$ cat config.mk
export PLATFORM = sky130hd
export DESIGN_NAME = program_loader_flat
export DESIGN_NICKNAME = d
export VERILOG_FILES = /design/src/rtl/program_loader_if.sv /design/src/rtl/program_loader.sv /design/src/flat_wrapper.sv
export SDC_FILE = /design/constraint.sdc
export NUM_CORES = 1
export LEC_CHECK = 0
export BUFFER_PORTS_ARGS = -buffer_cell sky130_fd_sc_hd__buf_2
export CORE_MARGIN = 1
export CORE_UTILIZATION = 25
export DETAILED_ROUTE_END_ITERATION = 12
export GPL_TIMING_DRIVEN = 1
export PLACE_DENSITY_LB_ADDON = 0.2
export SYNTH_ARGS = -nofsm -noshare
export SYNTH_HDL_FRONTEND = slang
export SYNTH_SLANG_ARGS = --single-unit
$ cat constraint.sdc
create_clock -name clk_i -period 2.7 [get_ports clk_i]
set_clock_uncertainty 0.15 [all_clocks]
set_input_delay 0.135 -clock clk_i [delete_from_list [all_inputs] [get_ports clk_i]]
set_output_delay 0.135 -clock clk_i [all_outputs]
set_load 0.005 [all_outputs]
$ cat src/rtl/program_loader_if.sv
// Stream-in / memory-write bundle between a byte-stream host and the program loader.
// master = host side (drives the stream, observes writes); slave = loader.
interface program_loader_if;
    logic [7:0]  din;
    logic        din_valid;
    logic        din_ready;
    logic        we;
    logic [31:0] waddr;
    logic [7:0]  wdata;

    modport master (output din, din_valid, input din_ready, we, waddr, wdata);
    modport slave  (input din, din_valid, output din_ready, we, waddr, wdata);
endinterface

$ cat src/rtl/program_loader.sv
// Loads a framed byte stream (LEN_LO, LEN_HI, payload, checksum) into instruction memory
// as byte writes from BASE, stalling the processor until a frame completes with a good checksum.
module program_loader #(
    parameter int unsigned ADDR_W = 6,
    parameter logic [31:0] BASE   = 32'h0
) (
    input  logic             clk_i,
    input  logic             rst_i,
    input  logic             start_i,
    program_loader_if.slave  bus,
    output logic             busy_o,
    output logic             done_o,
    output logic             err_o,
    output logic             hold_o
);

    typedef enum logic [2:0] {
        S_IDLE, S_LEN0, S_LEN1, S_DATA, S_CSUM, S_DONE, S_ERROR
    } state_e;

    localparam logic [16:0] MAX_LEN = 17'(1) << ADDR_W;

    state_e      state_q, state_d;
    logic [7:0]  len_lo_q, len_lo_d;
    logic [15:0] len_q, len_d;
    logic [15:0] count_q, count_d;
    logic [7:0]  sum_q, sum_d;
    logic        we_q, we_d;
    logic [31:0] waddr_q, waddr_d;
    logic [7:0]  wdata_q, wdata_d;

    logic        ready;
    logic        xfer;
    logic [15:0] frame_len;

    assign ready = (state_q == S_LEN0) || (state_q == S_LEN1) ||
                   (state_q == S_DATA) || (state_q == S_CSUM);
    assign xfer      = bus.din_valid && ready;
    assign frame_len = {bus.din, len_lo_q};

    always_comb begin
        // NOTE: every _d gets its hold value first, so no branch can leave one unassigned (no latch).
        state_d  = state_q;
        len_lo_d = len_lo_q;
        len_d    = len_q;
        count_d  = count_q;
        sum_d    = sum_q;
        we_d     = 1'b0;
        waddr_d  = waddr_q;
        wdata_d  = wdata_q;

        unique case (state_q)
            S_IDLE, S_DONE, S_ERROR: begin
                if (start_i) begin
                    state_d = S_LEN0;
                    count_d = '0;
                    sum_d   = '0;
                end
            end
            S_LEN0: begin
                if (xfer) begin
                    len_lo_d = bus.din;
                    state_d  = S_LEN1;
                end
            end
            S_LEN1: begin
                if (xfer) begin
                    len_d = frame_len;
                    if ({1'b0, frame_len} > MAX_LEN) state_d = S_ERROR;
                    else if (frame_len == 16'd0)     state_d = S_CSUM;
                    else                             state_d = S_DATA;
                end
            end
            S_DATA: begin
                if (xfer) begin
                    we_d    = 1'b1;
                    waddr_d = BASE + 32'(count_q);
                    wdata_d = bus.din;
                    count_d = count_q + 16'd1;
                    sum_d   = sum_q + bus.din;
                    if (count_q + 16'd1 == len_q) state_d = S_CSUM;
                end
            end
            S_CSUM: begin
                if (xfer) state_d = (bus.din == sum_q) ? S_DONE : S_ERROR;
            end
            default: state_d = S_IDLE;
        endcase
    end

    // Reset drops any write staged for the next cycle, so nothing lands after RST.
    always_ff @(posedge clk_i) begin
        // NOTE: state registers use non-blocking assignments so all of them update from pre-edge values.
        if (rst_i) begin
            state_q  <= S_IDLE;
            len_lo_q <= '0;
            len_q    <= '0;
            count_q  <= '0;
            sum_q    <= '0;
            we_q     <= 1'b0;
            waddr_q  <= '0;
            wdata_q  <= '0;
        end else begin
            state_q  <= state_d;
            len_lo_q <= len_lo_d;
            len_q    <= len_d;
            count_q  <= count_d;
            sum_q    <= sum_d;
            we_q     <= we_d;
            waddr_q  <= waddr_d;
            wdata_q  <= wdata_d;
        end
    end

    assign bus.din_ready = ready;
    assign bus.we        = we_q;
    assign bus.waddr     = waddr_q;
    assign bus.wdata     = wdata_q;
    assign busy_o        = ready;
    assign done_o        = (state_q == S_DONE);
    assign err_o         = (state_q == S_ERROR);
    assign hold_o        = (state_q != S_DONE);

endmodule
$ cat src/flat_wrapper.sv
// flat-port wrapper written by rule: the top's interface ports become plain ports
module program_loader_flat 
#(
    parameter int unsigned ADDR_W = 6,
    parameter logic [31:0] BASE   = 32'h0
)
  (clk_i, rst_i, start_i, busy_o, done_o, err_o, hold_o, bus_din, bus_din_valid, bus_din_ready, bus_we, bus_waddr, bus_wdata);
  program_loader_if bus_i ();
  input  logic clk_i;
  input  logic rst_i;
  input  logic start_i;
  output logic busy_o;
  output logic done_o;
  output logic err_o;
  output logic hold_o;
  input wire logic [$bits(bus_i.din)-1:0] bus_din;
  input wire logic [$bits(bus_i.din_valid)-1:0] bus_din_valid;
  output wire logic [$bits(bus_i.din_ready)-1:0] bus_din_ready;
  output wire logic [$bits(bus_i.we)-1:0] bus_we;
  output wire logic [$bits(bus_i.waddr)-1:0] bus_waddr;
  output wire logic [$bits(bus_i.wdata)-1:0] bus_wdata;
  assign bus_i.din = bus_din;
  assign bus_i.din_valid = bus_din_valid;
  assign bus_din_ready = bus_i.din_ready;
  assign bus_we = bus_i.we;
  assign bus_waddr = bus_i.waddr;
  assign bus_wdata = bus_i.wdata;
  program_loader #(.ADDR_W(ADDR_W), .BASE(BASE)) u_core (.clk_i(clk_i), .rst_i(rst_i), .start_i(start_i), .bus(bus_i), .busy_o(busy_o), .done_o(done_o), .err_o(err_o), .hold_o(hold_o));
endmodule
==> impl_metrics.tcl, run 1 <==
set metrics [dict create \
    grt_max_degree 53 \
    clock-sinks 76 \
    wl_per_cell_um 14.28 \
    mostFrequentLayoutCells "nand2_1 (116), a21oi_1 (77), dfxtp_1 (74), buf_2 (41), nor2_1 (33)" \
    cp-end-kind "register" \
    dp_cells 770 \
    cp_slowest_cell "or4b_2" \
    area_delta_synth_final_pct 20.18 \
    fmax_ghz 0.3892 \
    cpPeakStageDelay_ps 640 \
    cts-buffers-inserted 9 \
    cpMostUsedCell "nand4_1" \
    hold_path_depth 3 \
    tns_ps 0 \
    ios 58 \
    drt_iter0_drc 279 \
    reg2reg_from "u_core.count_q[1]" \
    start_kind "register" \
    dr.pass1.iters 4 \
    grt_pass1_vias 3482 \
    ys_warn_count 0 \
    layout-drive-gt1-share 0.1592 \
    grt_usage 0.1425 \
    worstReg2RegEnd "u_core.state_q[2]" \
    finalNonFillerCells 794 \
    cts_max_level 3 \
    p_leak_uw 0.001865 \
    path_clk_slew_ps 60 \
    status "finished clean" \
    place_congestion 0.7931 \
    antenna_left 0 \
    wirelength_um 11340 \
    vias 3697 \
    start_util 0.2554 \
    hold_start "bus_din_valid" \
    slew_violations 0 \
    cp_max_fo 6 \
    die_w_um 129.2 \
    setup_viol 0 \
    drc 0 \
    die_h_um 129.2 \
    cts_root_buffer "clkbuf_16" \
    path_cells "ha_1, nand4_1, nor2_1, or4b_2, a31oi_1, nand4_1, o21a_2, o31ai_2" \
    reg2reg_depth 8 \
    grt_overflow 0 \
    die-area_um2 16680 \
    r2r_setup_slack_ps 130 \
    vias_per_cell 4.656 \
    port-buffer-count 41 \
    vdd_drop_max_uv 298.3 \
    timing.final.hold_violations 0 \
    synth.distinct_cells 54 \
    synthesis.area_um2 4043 \
    critPathRequiredTime_ps 2800 \
    clk_latency_ps 340 \
    cts_tree "done" \
    min_period_over_period 0.9516 \
    grt_first_pass_wirelength_um 18170 \
    final_common_cell "nand2_1" \
    ys_ff_latch 76 \
    worst_pin_slew_ps 660.9 \
    rows 46 \
    cellPowerDensity_nw_per_um2 676.8 \
    relSlewSlack 0.5547 \
    min_to "u_core.bus.we" \
    worstHoldPathType "in -> reg" \
    cp.buffers_inverters 0 \
    core_area_um2 15830 \
    crit_family "simple AND/OR/NAND/NOR gates" \
    cts.path.max_buffers 2 \
    maxCapViolations 0 \
    arrival_ps 2670 \
    dpl.hpwl_um 7938 \
    n_antenna_cell 0 \
    fin_nets 594 \
    synth_cells 533 \
    grt_setup_unrepaired "no" \
    antenna_found_initial 0 \
    seq_area_frac_synth 0.3764 \
    min_period_ps 2569 \
    worstSetupPathType "reg -> reg" \
    avgSynthCellArea_um2 7.585 \
    postCtsSetupRepairBufs 0 \
]
[layer usage]
layer / routed length (µm) / vias up / share of wire / GRT usage
met1: 5655 / 1734 / 0.50 / 0.1931
met5: 0 / - / 0 / 0
met3: 419 / 13 / 0.037 / 0.03509
li1: - / 1875 / - / -
met2: 5129 / 75 / 0.45 / 0.2242
met4: 136 / 0 / 0.012 / 0.03875
[cell families (layout without fill, tap and decap cells)]
group | Yosys count | after routing | synth area share
simple gates | 225 | 225 | 0.2625
compound gates | 129 | 129 | 0.1817
flops | 76 | 76 | 0.3764
buf+inv | 61 | 91 | 0.07892
xor+xnor | 30 | 30 | 0.06499
fa+ha+maj | 9 | 9 | 0.02971
mux | 2 | 2 | 0.004952
other cells | 1 | 16 | 0.0009276
[flip-flops by register name, indices dropped and copies added, names as in the netlist]
signal and flops:
u_core.sum_q 8, u_core.bus.waddr 16, u_core.len_q 16, u_core.len_lo_q 8
u_core.bus.wdata 8, u_core.state_q 3, u_core.count_q 16, u_core.bus.we 1
[Yosys cell counts (all sizes together)]
cell type | number | share of area
nand4b | 1 | 0.0022
a211o | 1 | 0.0022
nor4 | 7 | 0.012
nor2 | 34 | 0.032
a211oi | 2 | 0.0050
nand3b | 2 | 0.0037
nand2 | 116 | 0.11
and3 | 5 | 0.0080
fa | 1 | 0.0050
o2111a | 1 | 0.0028
a22oi | 5 | 0.0093
a31oi | 4 | 0.0062
conb | 1 | 0.00093
o311ai | 1 | 0.0022
or4b | 1 | 0.0025
nor3b | 3 | 0.0056
o21ai | 23 | 0.028
a21o | 2 | 0.0037
dfxtp | 76 | 0.38
nor3 | 10 | 0.012
nand2b | 3 | 0.0046
a2111o | 1 | 0.0028
o31ai | 1 | 0.0031
clkbuf | 30 | 0.028
xnor2 | 20 | 0.043
nand4 | 7 | 0.016
mux2i | 2 | 0.0050
nor2b | 5 | 0.0077
o21a | 2 | 0.0040
or3 | 5 | 0.0077
buf | 25 | 0.045
o211ai | 4 | 0.0074
xor2 | 10 | 0.022
o21bai | 2 | 0.0037
a21oi | 78 | 0.097
or4 | 5 | 0.010
a31o | 1 | 0.0022
and2 | 1 | 0.0015
o31a | 1 | 0.0022
nand4bb | 1 | 0.0028
inv | 6 | 0.0056
and4 | 1 | 0.0022
nand3 | 18 | 0.024
ha | 8 | 0.025
[power by group]
group	internal, µW	total, µW	switching [µW]
combinational	278	786	508
clock	805	1290	485
sequential	1170	1210	36.8
total	2260	3290	1030
[repair_timing]
item	4_1_cts	5_1_grt
hold buffers	8	0
hold endpoints to repair	24	0
endpoints found under the setup margin	0	1
resized for setup	0	2
[worst max-delay path by stage]
stage,slack [ps],cells after the start,to,startpoint
after detailed placement,150,8,u_core.state_q[2],u_core.count_q[1]
final,130,8,u_core.state_q[2],u_core.count_q[1]
after floorplan,300,9,u_core.state_q[2],u_core.count_q[0]
after global routing,20,8,u_core.state_q[2],u_core.count_q[1]
after CTS,150,8,u_core.state_q[2],u_core.count_q[1]
after global placement,230,8,u_core.state_q[2],u_core.count_q[1]
[layout make-up]
cell class | count | area [µm²]
Clock buffer | 9 | 225.2
Clock inverter | 7 | 91.34
Sequential cell | 76 | 1524
Timing Repair Buffer | 69 | 460.4
Multi-Input combinational cell | 411 | 2265
Inverter | 6 | 22.52
Tap cell | 216 | 270.3
Fill cell | 1696 | 10970
[stage by stage]
stage / hold WS (ps) / total power [µW] / area (µm²) / util / worst slack (ps)
CTS: 40.92 / 3325 / 4856 / 0.3068 / 151.2
floorplan: 80.24 / 1760 / 4099 / - / 299.9
detailed placement: 292.3 / 2007 / 4459 / 0.2817 / 152.7
global route: 73.60 / 3457 / 4858 / 0.3070 / 24.27
finish: 58.54 / 3288 / 4858 / 0.3070 / 130.7
global placement: 290.3 / 2008 / 4459 / 0.2817 / 227.7
[worst min-delay path, cell delays in order]
cell	delay [ps]
buf_2	140
nand2_1	130
nor2_1	90
Power figures use the tool's default switching activity.
==> run 2: changes to the inputs <==
Settings changed: BUFFER_PORTS_ARGS -buffer_cell sky130_fd_sc_hd__buf_2 to -buffer_cell sky130_fd_sc_hd__clkbuf_2.
==> run 2 against run 1 <==
Effect of this change:
- utilization shrank 0.51 points
- setup slack improved by 23 ps
- combinational power is 8.1% lower
- total power down 6.4%
- register-to-register slack improved by 20 ps
- clock power shrank 15%
- sequential power rose by 3%
- count of clock-buffer cells in the layout rose by 2
- routed wire length is 2.9% lower
- first-iteration DRC count fell by 3.9%
- sequential cell count stayed put
- die area unchanged
- critical path type unchanged
- critical endpoint unchanged
- largest cell class unchanged
- highest routed layer unchanged
==> impl_metrics.tcl, run 2 (synthesis results as in run 1) <==
set metrics [dict create \
    cts.path.max_buffers 2 \
    critPathRequiredTime_ps 2800 \
    mostFrequentLayoutCells "nand2_1 (116), a21oi_1 (77), dfxtp_1 (74), clkbuf_2 (41), nor2_1 (33)" \
    drt_iter0_drc 268 \
    dpl.hpwl_um 7744 \
    cellInternalPower_uw 2077 \
    fin_nets 593 \
    wl_per_cell_um 13.90 \
    antenna_left 0 \
    grt_first_pass_wirelength_um 17730 \
    port-buffer-count 41 \
    tns_ps 0 \
    timing.final.ws_setup_ps 153.8 \
    antenna_found_initial 0 \
    cp-end-kind "register" \
    die_w_um 129.2 \
    rows 46 \
    met2_length_um 4966 \
    path_clk_slew_ps 60 \
    status "finished clean" \
    vdd_drop_max_uv 261.4 \
    p_clk_frac 0.359 \
    core_area_um2 15830 \
    dp_cells 769 \
    fmax_ghz 0.3927 \
    final_common_cell "nand2_1" \
    cp_max_fo 9 \
    die-area_um2 16680 \
    finalPower_uw 3076 \
    grt_max_degree 73 \
    wl_met3_um 471 \
    pre_cts_slack_ps 145.4 \
    relSlewSlack 0.4696 \
    arrival_ps 2650 \
    swShare 0.3247 \
    min_period_ps 2546 \
    wirelength_um 11010 \
    clock-sinks 76 \
    switching_power_uw 999.0 \
    setup_viol 0 \
    vias 3708 \
    post-route-util 0.3019 \
    dr.pass1.iters 4 \
    cts_tree "done" \
    grt_setup_unrepaired "no" \
    finalNonFillerCells 792 \
    highest_layer "met4" \
    seq_power_share 0.407 \
    cellPowerDensity_nw_per_um2 643.8 \
    worstSetupPathType "reg -> reg" \
    worst_pin_slew_ps 795.7 \
    maxCapViolations 0 \
    area_delta_synth_final_pct 18.20 \
    layout-drive-gt1-share 0.1545 \
    grt_pass1_vias 3399 \
    cts_max_level 3 \
    n_antenna_cell 0 \
    min_period_over_period 0.9430 \
    combPwrFrac 0.235 \
    ios 58 \
    clk_latency_ps 340 \
    p_leak_uw 0.001804 \
    cts-buffers-inserted 9 \
    grt_overflow 0 \
    postCtsSetupRepairBufs 0 \
    vias_per_cell 4.682 \
    start_util 0.2554 \
    wl_met1_um 5422 \
    timing.final.hold_violations 0 \
    worstHoldPathType "in -> reg" \
    start_kind "register" \
    slew_violations 0 \
    grt_usage 0.1376 \
    drc 0 \
    die_h_um 129.2 \
    cts_root_buffer "clkbuf_16" \
    place_congestion 0.8037 \
]
-- run 2: power groups by stage --
stage          Combinational, µW  Clock, µW  Sequential [µW]
4_1_cts                      721       1140             1250
6_report                     722       1100             1250
5_1_grt                      809       1180             1260
2_1_floorplan                527          0             1230
3_3_place_gp                 710          0             1270
3_5_place_dp                 710          0             1270
-- run 2: path summary, 6_finish.rpt --
| check | startpoint | endpoint | slack [ps] | cells past startpoint |
|---|---|---|---|---|
| max | u_core.count_q[4] | u_core.state_q[2] | 150 | 7 |
| min | bus_din[7] | u_core.len_lo_q[7] | 7 | 3 |
| max reg2reg | u_core.count_q[4] | u_core.state_q[2] | 150 | 7 |
| min reg2reg | u_core.bus.waddr[7] | u_core.bus.waddr[7] | 300 | 2 |
-- run 2: worst max-delay path: stages, from the launching register on --
cell	delay, ps
dfxtp_1	540
nand4_2	270
or3_1	400
o31a_1	310
a31oi_1	210
nand4_1	190
o21a_2	190
o31ai_2	210
-- run 2: final cells by class --
cell class / instances / area, µm²
clock buffers: 11 / 242.7
clock inverters: 4 / 26.28
fillers: 1721 / 11050
inverters: 6 / 22.52
multi-input cells: 411 / 2265
flip-flops and latches: 76 / 1524
well taps: 216 / 270.3
repair buffers: 68 / 427.9
-- run 2: stage by stage --
step	instance area [µm²]	hold WS, ps
after global placement	4427	220.0
after global routing	4778	17.88
after CTS	4776	2.250
after detailed placement	4427	214.8
after floorplan	4099	80.24
final	4778	7.342
-- run 2: repair_timing --
action	in CTS	in global routing
gates resized for setup	0	2
hold endpoints to repair	20	0
hold buffers	8	0
endpoints found under the setup margin	0	3
-- run 2: layer usage --
| layer | GRT usage | up-vias |
|---|---|---|
| met4 | 0.03529 | 0 |
| met2 | 0.2135 | 75 |
| li1 | - | 1881 |
| met3 | 0.03799 | 10 |
| met5 | 0 | - |
| met1 | 0.1873 | 1742 |
